File: src/rtl/mc_if.sv
// Control bus between the multi-cycle sequencer and the datapath/memory.
// The sequencer is the master: it consumes IR fields and status, drives every enable and select.
interface mc_if;
  logic [5:0] opcode;
  logic [5:0] funct;
  logic       zero;
  logic       mem_ready;

  logic       mem_req;
  logic       mem_write;
  logic       i_or_d;
  logic       ir_write;
  logic       pc_en;
  logic [1:0] pc_src;
  logic       alu_src_a;
  logic [1:0] alu_src_b;
  logic [2:0] alu_sel;
  logic       reg_write;
  logic       reg_dst;
  logic       mem_to_reg;
  logic       instr_done;
  logic       illegal;

  modport master (
    input  opcode, funct, zero, mem_ready,
    output mem_req, mem_write, i_or_d, ir_write, pc_en, pc_src,
           alu_src_a, alu_src_b, alu_sel, reg_write, reg_dst,
           mem_to_reg, instr_done, illegal
  );

  modport slave (
    output opcode, funct, zero, mem_ready,
    input  mem_req, mem_write, i_or_d, ir_write, pc_en, pc_src,
           alu_src_a, alu_src_b, alu_sel, reg_write, reg_dst,
           mem_to_reg, instr_done, illegal
  );
endinterface

File: src/rtl/mc_control.sv
// Multi-cycle control sequencer: fetch/decode/execute/memory/writeback FSM
// driving the datapath enables and selects, with req/ready memory stalls.
module mc_control (
  input logic   clk,
  input logic   rst_n,
  mc_if.master  bus
);

  typedef enum logic [3:0] {
    S_RESET, S_FETCH, S_DECODE, S_MEMADR, S_MEMRD, S_MEMWB, S_MEMWR,
    S_RTYPE, S_RTYPE_WB, S_BEQ, S_ADDI, S_ADDI_WB, S_JUMP, S_TRAP
  } state_t;

  localparam logic [5:0] OP_LW   = 6'b100011;
  localparam logic [5:0] OP_SW   = 6'b101011;
  localparam logic [5:0] OP_RTYP = 6'b000000;
  localparam logic [5:0] OP_BEQ  = 6'b000100;
  localparam logic [5:0] OP_ADDI = 6'b001000;
  localparam logic [5:0] OP_J    = 6'b000010;

  localparam logic [2:0] ALU_AND = 3'b000;
  localparam logic [2:0] ALU_OR  = 3'b001;
  localparam logic [2:0] ALU_ADD = 3'b010;
  localparam logic [2:0] ALU_SUB = 3'b110;
  localparam logic [2:0] ALU_SLT = 3'b111;

  state_t state, state_nx;
  logic   started;

  // started holds RESET for one extra edge after release, so the first
  // FETCH lands on the second rising edge.
  // NOTE: sequential state uses non-blocking assignments so every flop
  // samples pre-edge values; asynchronous reset appears in the sensitivity list.
  always_ff @(posedge clk or negedge rst_n) begin
    if (!rst_n) begin
      state   <= S_RESET;
      started <= 1'b0;
    end else begin
      state   <= state_nx;
      started <= 1'b1;
    end
  end

  // NOTE: every output and state_nx gets a default first, so no path through
  // the case statement can leave a variable unassigned and infer a latch.
  always_comb begin
    state_nx       = state;
    bus.mem_req    = 1'b0;
    bus.mem_write  = 1'b0;
    bus.i_or_d     = 1'b0;
    bus.ir_write   = 1'b0;
    bus.pc_en      = 1'b0;
    bus.pc_src     = 2'b00;
    bus.alu_src_a  = 1'b0;
    bus.alu_src_b  = 2'b00;
    bus.alu_sel    = ALU_ADD;
    bus.reg_write  = 1'b0;
    bus.reg_dst    = 1'b0;
    bus.mem_to_reg = 1'b0;
    bus.instr_done = 1'b0;
    bus.illegal    = 1'b0;

    case (state)
      S_RESET: begin
        bus.alu_sel = 3'b000;
        state_nx    = started ? S_FETCH : S_RESET;
      end
      S_FETCH: begin
        bus.mem_req   = 1'b1;
        bus.alu_src_b = 2'b01;
        bus.ir_write  = bus.mem_ready;
        bus.pc_en     = bus.mem_ready;
        if (bus.mem_ready) state_nx = S_DECODE;
      end
      S_DECODE: begin
        bus.alu_src_b = 2'b11;
        case (bus.opcode)
          OP_LW, OP_SW: state_nx = S_MEMADR;
          OP_RTYP:      state_nx = S_RTYPE;
          OP_BEQ:       state_nx = S_BEQ;
          OP_ADDI:      state_nx = S_ADDI;
          OP_J:         state_nx = S_JUMP;
          default:      state_nx = S_TRAP;
        endcase
      end
      S_MEMADR: begin
        bus.alu_src_a = 1'b1;
        bus.alu_src_b = 2'b10;
        state_nx      = (bus.opcode == OP_SW) ? S_MEMWR : S_MEMRD;
      end
      S_MEMRD: begin
        bus.mem_req = 1'b1;
        bus.i_or_d  = 1'b1;
        if (bus.mem_ready) state_nx = S_MEMWB;
      end
      S_MEMWB: begin
        bus.reg_write  = 1'b1;
        bus.mem_to_reg = 1'b1;
        bus.instr_done = 1'b1;
        state_nx       = S_FETCH;
      end
      S_MEMWR: begin
        bus.mem_req    = 1'b1;
        bus.mem_write  = 1'b1;
        bus.i_or_d     = 1'b1;
        bus.instr_done = bus.mem_ready;
        if (bus.mem_ready) state_nx = S_FETCH;
      end
      S_RTYPE: begin
        bus.alu_src_a = 1'b1;
        state_nx      = S_RTYPE_WB;
        case (bus.funct)
          6'b100000: bus.alu_sel = ALU_ADD;
          6'b100010: bus.alu_sel = ALU_SUB;
          6'b100100: bus.alu_sel = ALU_AND;
          6'b100101: bus.alu_sel = ALU_OR;
          6'b101010: bus.alu_sel = ALU_SLT;
          default:   state_nx    = S_TRAP;
        endcase
      end
      S_RTYPE_WB: begin
        bus.reg_write  = 1'b1;
        bus.reg_dst    = 1'b1;
        bus.instr_done = 1'b1;
        state_nx       = S_FETCH;
      end
      S_BEQ: begin
        bus.alu_src_a  = 1'b1;
        bus.alu_sel    = ALU_SUB;
        bus.pc_src     = 2'b01;
        bus.pc_en      = bus.zero;
        bus.instr_done = 1'b1;
        state_nx       = S_FETCH;
      end
      S_ADDI: begin
        bus.alu_src_a = 1'b1;
        bus.alu_src_b = 2'b10;
        state_nx      = S_ADDI_WB;
      end
      S_ADDI_WB: begin
        bus.reg_write  = 1'b1;
        bus.instr_done = 1'b1;
        state_nx       = S_FETCH;
      end
      S_JUMP: begin
        bus.pc_src     = 2'b10;
        bus.pc_en      = 1'b1;
        bus.instr_done = 1'b1;
        state_nx       = S_FETCH;
      end
      S_TRAP: begin
        bus.alu_sel = 3'b000;
        bus.illegal = 1'b1;
      end
      default: state_nx = S_RESET;
    endcase
  end

endmodule

File: src/flat_wrapper.sv
// flat-port wrapper written by rule: the top's interface ports become plain ports
module mc_control_flat 
  (clk, rst_n, bus_opcode, bus_funct, bus_zero, bus_mem_ready, bus_mem_req, bus_mem_write, bus_i_or_d, bus_ir_write, bus_pc_en, bus_pc_src, bus_alu_src_a, bus_alu_src_b, bus_alu_sel, bus_reg_write, bus_reg_dst, bus_mem_to_reg, bus_instr_done, bus_illegal);
  mc_if bus_i ();
  input logic clk;
  input logic rst_n;
  input wire logic [$bits(bus_i.opcode)-1:0] bus_opcode;
  input wire logic [$bits(bus_i.funct)-1:0] bus_funct;
  input wire logic [$bits(bus_i.zero)-1:0] bus_zero;
  input wire logic [$bits(bus_i.mem_ready)-1:0] bus_mem_ready;
  output wire logic [$bits(bus_i.mem_req)-1:0] bus_mem_req;
  output wire logic [$bits(bus_i.mem_write)-1:0] bus_mem_write;
  output wire logic [$bits(bus_i.i_or_d)-1:0] bus_i_or_d;
  output wire logic [$bits(bus_i.ir_write)-1:0] bus_ir_write;
  output wire logic [$bits(bus_i.pc_en)-1:0] bus_pc_en;
  output wire logic [$bits(bus_i.pc_src)-1:0] bus_pc_src;
  output wire logic [$bits(bus_i.alu_src_a)-1:0] bus_alu_src_a;
  output wire logic [$bits(bus_i.alu_src_b)-1:0] bus_alu_src_b;
  output wire logic [$bits(bus_i.alu_sel)-1:0] bus_alu_sel;
  output wire logic [$bits(bus_i.reg_write)-1:0] bus_reg_write;
  output wire logic [$bits(bus_i.reg_dst)-1:0] bus_reg_dst;
  output wire logic [$bits(bus_i.mem_to_reg)-1:0] bus_mem_to_reg;
  output wire logic [$bits(bus_i.instr_done)-1:0] bus_instr_done;
  output wire logic [$bits(bus_i.illegal)-1:0] bus_illegal;
  assign bus_i.opcode = bus_opcode;
  assign bus_i.funct = bus_funct;
  assign bus_i.zero = bus_zero;
  assign bus_i.mem_ready = bus_mem_ready;
  assign bus_mem_req = bus_i.mem_req;
  assign bus_mem_write = bus_i.mem_write;
  assign bus_i_or_d = bus_i.i_or_d;
  assign bus_ir_write = bus_i.ir_write;
  assign bus_pc_en = bus_i.pc_en;
  assign bus_pc_src = bus_i.pc_src;
  assign bus_alu_src_a = bus_i.alu_src_a;
  assign bus_alu_src_b = bus_i.alu_src_b;
  assign bus_alu_sel = bus_i.alu_sel;
  assign bus_reg_write = bus_i.reg_write;
  assign bus_reg_dst = bus_i.reg_dst;
  assign bus_mem_to_reg = bus_i.mem_to_reg;
  assign bus_instr_done = bus_i.instr_done;
  assign bus_illegal = bus_i.illegal;
  mc_control u_core (.clk(clk), .rst_n(rst_n), .bus(bus_i));
endmodule
File: config.mk
export PLATFORM = sky130hd
export DESIGN_NAME = mc_control_flat
export DESIGN_NICKNAME = d
export VERILOG_FILES = /design/src/rtl/mc_if.sv /design/src/rtl/mc_control.sv /design/src/flat_wrapper.sv
export SDC_FILE = /design/constraint.sdc
export NUM_CORES = 1
export LEC_CHECK = 0
export CAP_MARGIN = 10
export CORE_MARGIN = 1.5
export CORE_UTILIZATION = 44
export CTS_BUF_LIST = sky130_fd_sc_hd__clkbuf_16
export DETAILED_ROUTE_END_ITERATION = 8
export GPL_TIMING_DRIVEN = 0
export PLACE_DENSITY = 0.85
export SLEW_MARGIN = 20
export SYNTH_ARGS = -nofsm -noshare
export SYNTH_HDL_FRONTEND = slang
export SYNTH_SLANG_ARGS = --single-unit
File: constraint.sdc
create_clock -name clk -period 2.3 [get_ports clk]
set_input_delay 0.23 -clock clk [delete_from_list [all_inputs] [get_ports clk]]
set_output_delay 0.23 -clock clk [all_outputs]
set_load 0.01 [all_outputs]
# Yosys cells after proc, flatten, opt, wreduce, memory -nomap -nowiden

Cells that the tools add are included.

Bits in registers: 5
Logic and storage cells: 64

Equality and inequality tests: 26
Multiplexer cells: 23
Bitwise logic cells: 1
Reductions and logical operators: 12

Operator list:

| operator           | count |
|---|---|
| $eq 6x6->1 const B | 7 |
| $pmux 4 s10        | 1 |
| $eq 4x4->1 const B | 6 |
| $pmux 4 s5         | 1 |
| $eq 4x3->1 const B | 4 |
| $mux 4             | 3 |
| $pmux 3 s4         | 1 |
| $mux 1             | 10 |
| $reduce_or 5->1    | 2 |
| $pmux 3 s3         | 1 |
| $eq 4x2->1 const B | 2 |
| $reduce_or 2->1    | 4 |
| $eq 6x2->1 const B | 1 |
| $eq 6x3->1 const B | 1 |
| $eq 6x4->1 const B | 1 |
| $logic_not 6->1    | 1 |
| $ne 2x2->1 const B | 3 |
| $pmux 2 s3         | 1 |
| $reduce_or 3->1    | 2 |
| $eq 4x1->1 const B | 1 |
| $logic_not 4->1    | 1 |
| $pmux 2 s2         | 1 |
| $reduce_and 4->1   | 1 |
| $reduce_or 4->1    | 1 |
| other kinds (5)    | 5 |

# Depth between registers and ports, before layout

Depth in word-level cells: 4
Gate-level depth with buffers: 6

# Least setup slack after synthesis

OpenSTA, ideal clock, no wires.

Path type: register to output
From: register u_core.state[3]
To: output port bus_alu_sel[1]
Data arrival time: 1.215 ns
Required time: 2.070 ns
Slack: 0.855 ns
Stages on the path, launching flop included: 6
Buffers on the path: 1
Cell sequence: dfrtp_1 -> buf_6 -> nor2b_1 -> nand4_1 -> nor4b_1 -> nor2_1

Word-level cells in the longest chain between the ends: 3
Elaborated cells between the ends (all ways): 6

Ends and longest elaborated chain:

| what                                                 | RTL line           | RTL |
|---|---|---|
| start, declared                                      | mc_control.sv:27   | `state_t state, state_nx;` |
| start signal, assigned                               | mc_control.sv:39   | `state <= state_nx;` |
| $eq 4x4->1 / $logic_not 4->1 (equally long branches) | mc_control.sv:63   | `case (state)` |
| $reduce_or 2->1 (no line)                            | -                  |  |
| $pmux 3 s3 (*)                                       | mc_control.sv:63   |  |
| end, declared                                        | flat_wrapper.sv:19 | `output wire logic [$bits(bus_i.alu_sel)-1:0] bus_alu_sel;` |

Every way passes the cells marked *; elsewhere a longest branch is shown, timed or not.

# Worst setup path after layout

From: register u_core.state[1]
To: output port bus_alu_sel[1]

Same word-level chain as after synthesis.

==> metrics.md <==
| Metric | Value |
|---|---|
| Status | finished with violations |
| Failing checks | DRC |
| Worst path cell trace | buf_4 > buf_4 > nand4_1 > nor4b_2 > nor2_1 > clkdlybuf4s50_1 |
| Number of synthesized flops with an enable pin | 0 |
| Wire per inst | 14.9 um |
| CTS buffer count | 3 |
| Synth area leader | dfrtp_1 |
| Area share of the largest cell type after synthesis | 0.164 |
| Routed vias | 982 |
| Largest net degree at the start of global routing | 11 |
| Net Count, Synth | 123 |
| Post-Synth XOR/XNOR Area | 0.0229 |
| Placed inst area | 1110 um2 |
| Placed cells | around 160 |
| Cell count after synthesis | approximately 110 |
| Ratio of cells with drive above 1 in the final layout | 0.132 |
| Initial core utilization | 0.490 |
| Filler cells | 121 |
| Pleak | about 0.48 nW |
| Grt total ovfl | 0 |
| Clk buf depth | 2 |
| Die Span Y | between 40 and 50 um |
| Post-synth cell types | 41 |
| Crit start category | flop |
| Slowest cell on crit path | clkdlybuf4s50_1 |
| H-tree levels | 1 |
| Hold Vio Cnt, Final | 0 |
| Tmin final | around 2200 ps |
| Residual DRC | 2 |
| WP data required | a little over 2000 ps |
| Cell mode on critical path | buf_4 |
| Dominant combinational cell family by area after synthesis | simple AND/OR/NAND/NOR gates |
| Flops & latches, synth | 5 |
| Post-route ant nets | 0 |
| Initial drt markers | between 40 and 50 |
| Global-route wire length before repair | 3800 um |
| Setup CP Type | reg -> out |
| Post-CTS Setup Bufs | 0 |
| Maximum clock frequency | around 460 MHz |
| Crit-path max FO | 10 |
| Avg Cell Area, Syn | 7.14 um2 |
| CP arrival | ~2000 ps |
| Clock slew at reported path FFs | approximately 30 ps |
| CTS tree | done |
| Layout area overhead | 57.6% |
| Predominant post-synthesis flop cell | dfrtp_1 |
| Setup_tns | 0 ps |
| Die area | 2000 um2 |
| Antenna fix cells | 0 |
| Worst clock skew | 1.90 ps |
| Core ar. | around 1600 um2 |
| Fin area | between 1000 and 1500 um2 |
| CTS Root Cell | clkbuf_16 |
| Post-DP HPWL | 1760 um |
| Reg area | between 100 and 150 um2 |
| Multi-input combinational cell area | just under 600 um2 |
| Router iterations before antenna repair | 6 |
| Site row count | 14 |
| Adder-Cell Fraction of Synth Area | 0 |
| VDD IR max | between 0.9 and 1 mV |
| Fin. max-slew vios | 0 |
| Vias in the first global route | ~880 |
| Synth top cells by count | 17 x nor2_1, 7 x nand2b_1, 6 x a21oi_1 |
| Setup-failing EPs final | 0 |
| Worst setup EP type | primary output |
| PwrDens | 1280 nW/um2 |
| Synth Area in Compound Gates | 0.298 |
| Nets@finish | 161 |
| Routed wire length | 2380 um |
| CP top delay family | buffers and inverters |
| Routability cong. | between 0.8 and 0.9 |
| Dpl ws | 182 ps |
| Hold Buf Count CTS | 0 |
| Non-filler cells, final | 160 |
| Clock tree sinks | 5 |
| Crit-path max cell delay | 470 ps |
| Power, Total | around 1.5 mW |
| Hold crit path type | in -> async |
| Initial antenna violation count | 0 |
| Final WS setup | 122 ps |
| Synth Cell Area | 764 um2 |
| Vias per cell | 6.14 |
| Register area share after synthesis | 0.164 |
| Input/output buffers | 33 |
| Async SR Flop Fraction | 1.00 |
| Min Hold Slack | between 200 and 250 ps |
| Synth Area in Simple Gates | 0.390 |
| Die width | roughly 45 um |
| Top-level I/O count | 34 |
| Leading post-synthesis cells by cell area | dfrtp_1 16%, nor2_1 8.3%, nand2b_1 5.7% |
| Finished Core Util | 0.773 |
| Clk_lat worst skew | 230 ps |
| YS warnings | 0 |
| Total global-route track usage | 0.252 |
| Max Cap Viol | 0 |
| CP bufs+invs | 3 |
| Mux contribution to synthesized area | 0.0393 |
| Fin crit share | 0.947 |
| Count leader, synth | nor2_1 |
flip-flops by register name (all words and copies together) (netlist names):
register,flops
u_core.state,4
u_core.started,1
worst paths after layout:
| path | from | endpoint | slack (ps) | cells past startpoint |
|---|---|---|---|---|
| worst max-delay path | u_core.state[1]$_DFFE_PN0P_ | bus_alu_sel[1] | 120 | 6 |
| worst min-delay path | rst_n | u_core.state[2]$_DFFE_PN0P_ | 240 | 1 |
| worst max register to register | u_core.state[2]$_DFFE_PN0P_ | u_core.state[0]$_DFFE_PN0P_ | 790 | 5 |
| worst min register to register | u_core.state[3]$_DFFE_PN0P_ | u_core.state[1]$_DFFE_PN0P_ | 770 | 4 |
| max in group asynchronous | rst_n | u_core.state[1]$_DFFE_PN0P_ | 1860 | 1 |
| min in group clk | u_core.state[3]$_DFFE_PN0P_ | u_core.state[1]$_DFFE_PN0P_ | 770 | 4 |
area by class of cell:
cell class                 instances  share of cell area
multi-input combinational         92               0.486
timing repair buffer              33               0.274
sequential                         5               0.104
clock buffer                       3              0.0623
buffer                             8              0.0478
tap                               16              0.0166
inverter                           2             0.00623
clock inverter                     1             0.00312
report_power, final:
group          total (mW)  internal (mW)  leakage [nW]  switching (mW)
Combinational        1.10          0.547         0.372           0.551
Sequential          0.160          0.124        0.0633          0.0363
Clock               0.281          0.225        0.0423          0.0559
Total                1.54          0.896         0.478           0.643
logic make-up (layout without fill, tap and decap cells):
logic type	count (synthesis)	after routing
flip-flops	5	5
AND/OR/NAND/NOR	53	53
multiplexers	3	3
buffers and inverters	10	47
XOR/XNOR	2	2
AO/OA/AOI/OAI	33	33
other	1	1
per-layer routing:
layer	wire, um	GRT usage	vias up
li1	-	-	471
met1	1050	0.342	452
met2	1160	0.409	57
met3	166	0.0449	2
met4	9	0.0667	0
met5	0	0	-
cells in the final DEF (no fill, tap or decap), types with 2 or more instances in the layout:
| cell type | Yosys | layout |
|---|---|---|
| a22oi_1 | 2 | 2 |
| buf_4 | 1 | 2 |
| clkdlybuf4s50_1 | 0 | 33 |
| buf_2 | 5 | 4 |
| or3_1 | 2 | 2 |
| nand3_1 | 4 | 4 |
| mux2i_1 | 3 | 3 |
| clkbuf_16 | 0 | 3 |
| xnor2_1 | 2 | 2 |
| a211o_1 | 2 | 2 |
| buf_6 | 2 | 2 |
| a41oi_1 | 2 | 2 |
| nand2b_1 | 7 | 7 |
| or3_4 | 2 | 2 |
| nor2_1 | 17 | 17 |
| inv_1 | 2 | 3 |
| o22ai_1 | 3 | 3 |
| nor3_1 | 4 | 4 |
| o21ai_1 | 3 | 3 |
| a21oi_1 | 6 | 6 |
| nand2_1 | 4 | 4 |
| nor2b_1 | 5 | 4 |
| o21ai_0 | 5 | 5 |
| dfrtp_1 | 5 | 5 |
what timing repair did:
item | 4_1_cts | 5_1_grt
setup endpoints to repair | 0 | 1
endpoints found under the hold margin | 0 | 0
gates resized for setup | 0 | 4
Power figures use the tool's default switching activity.
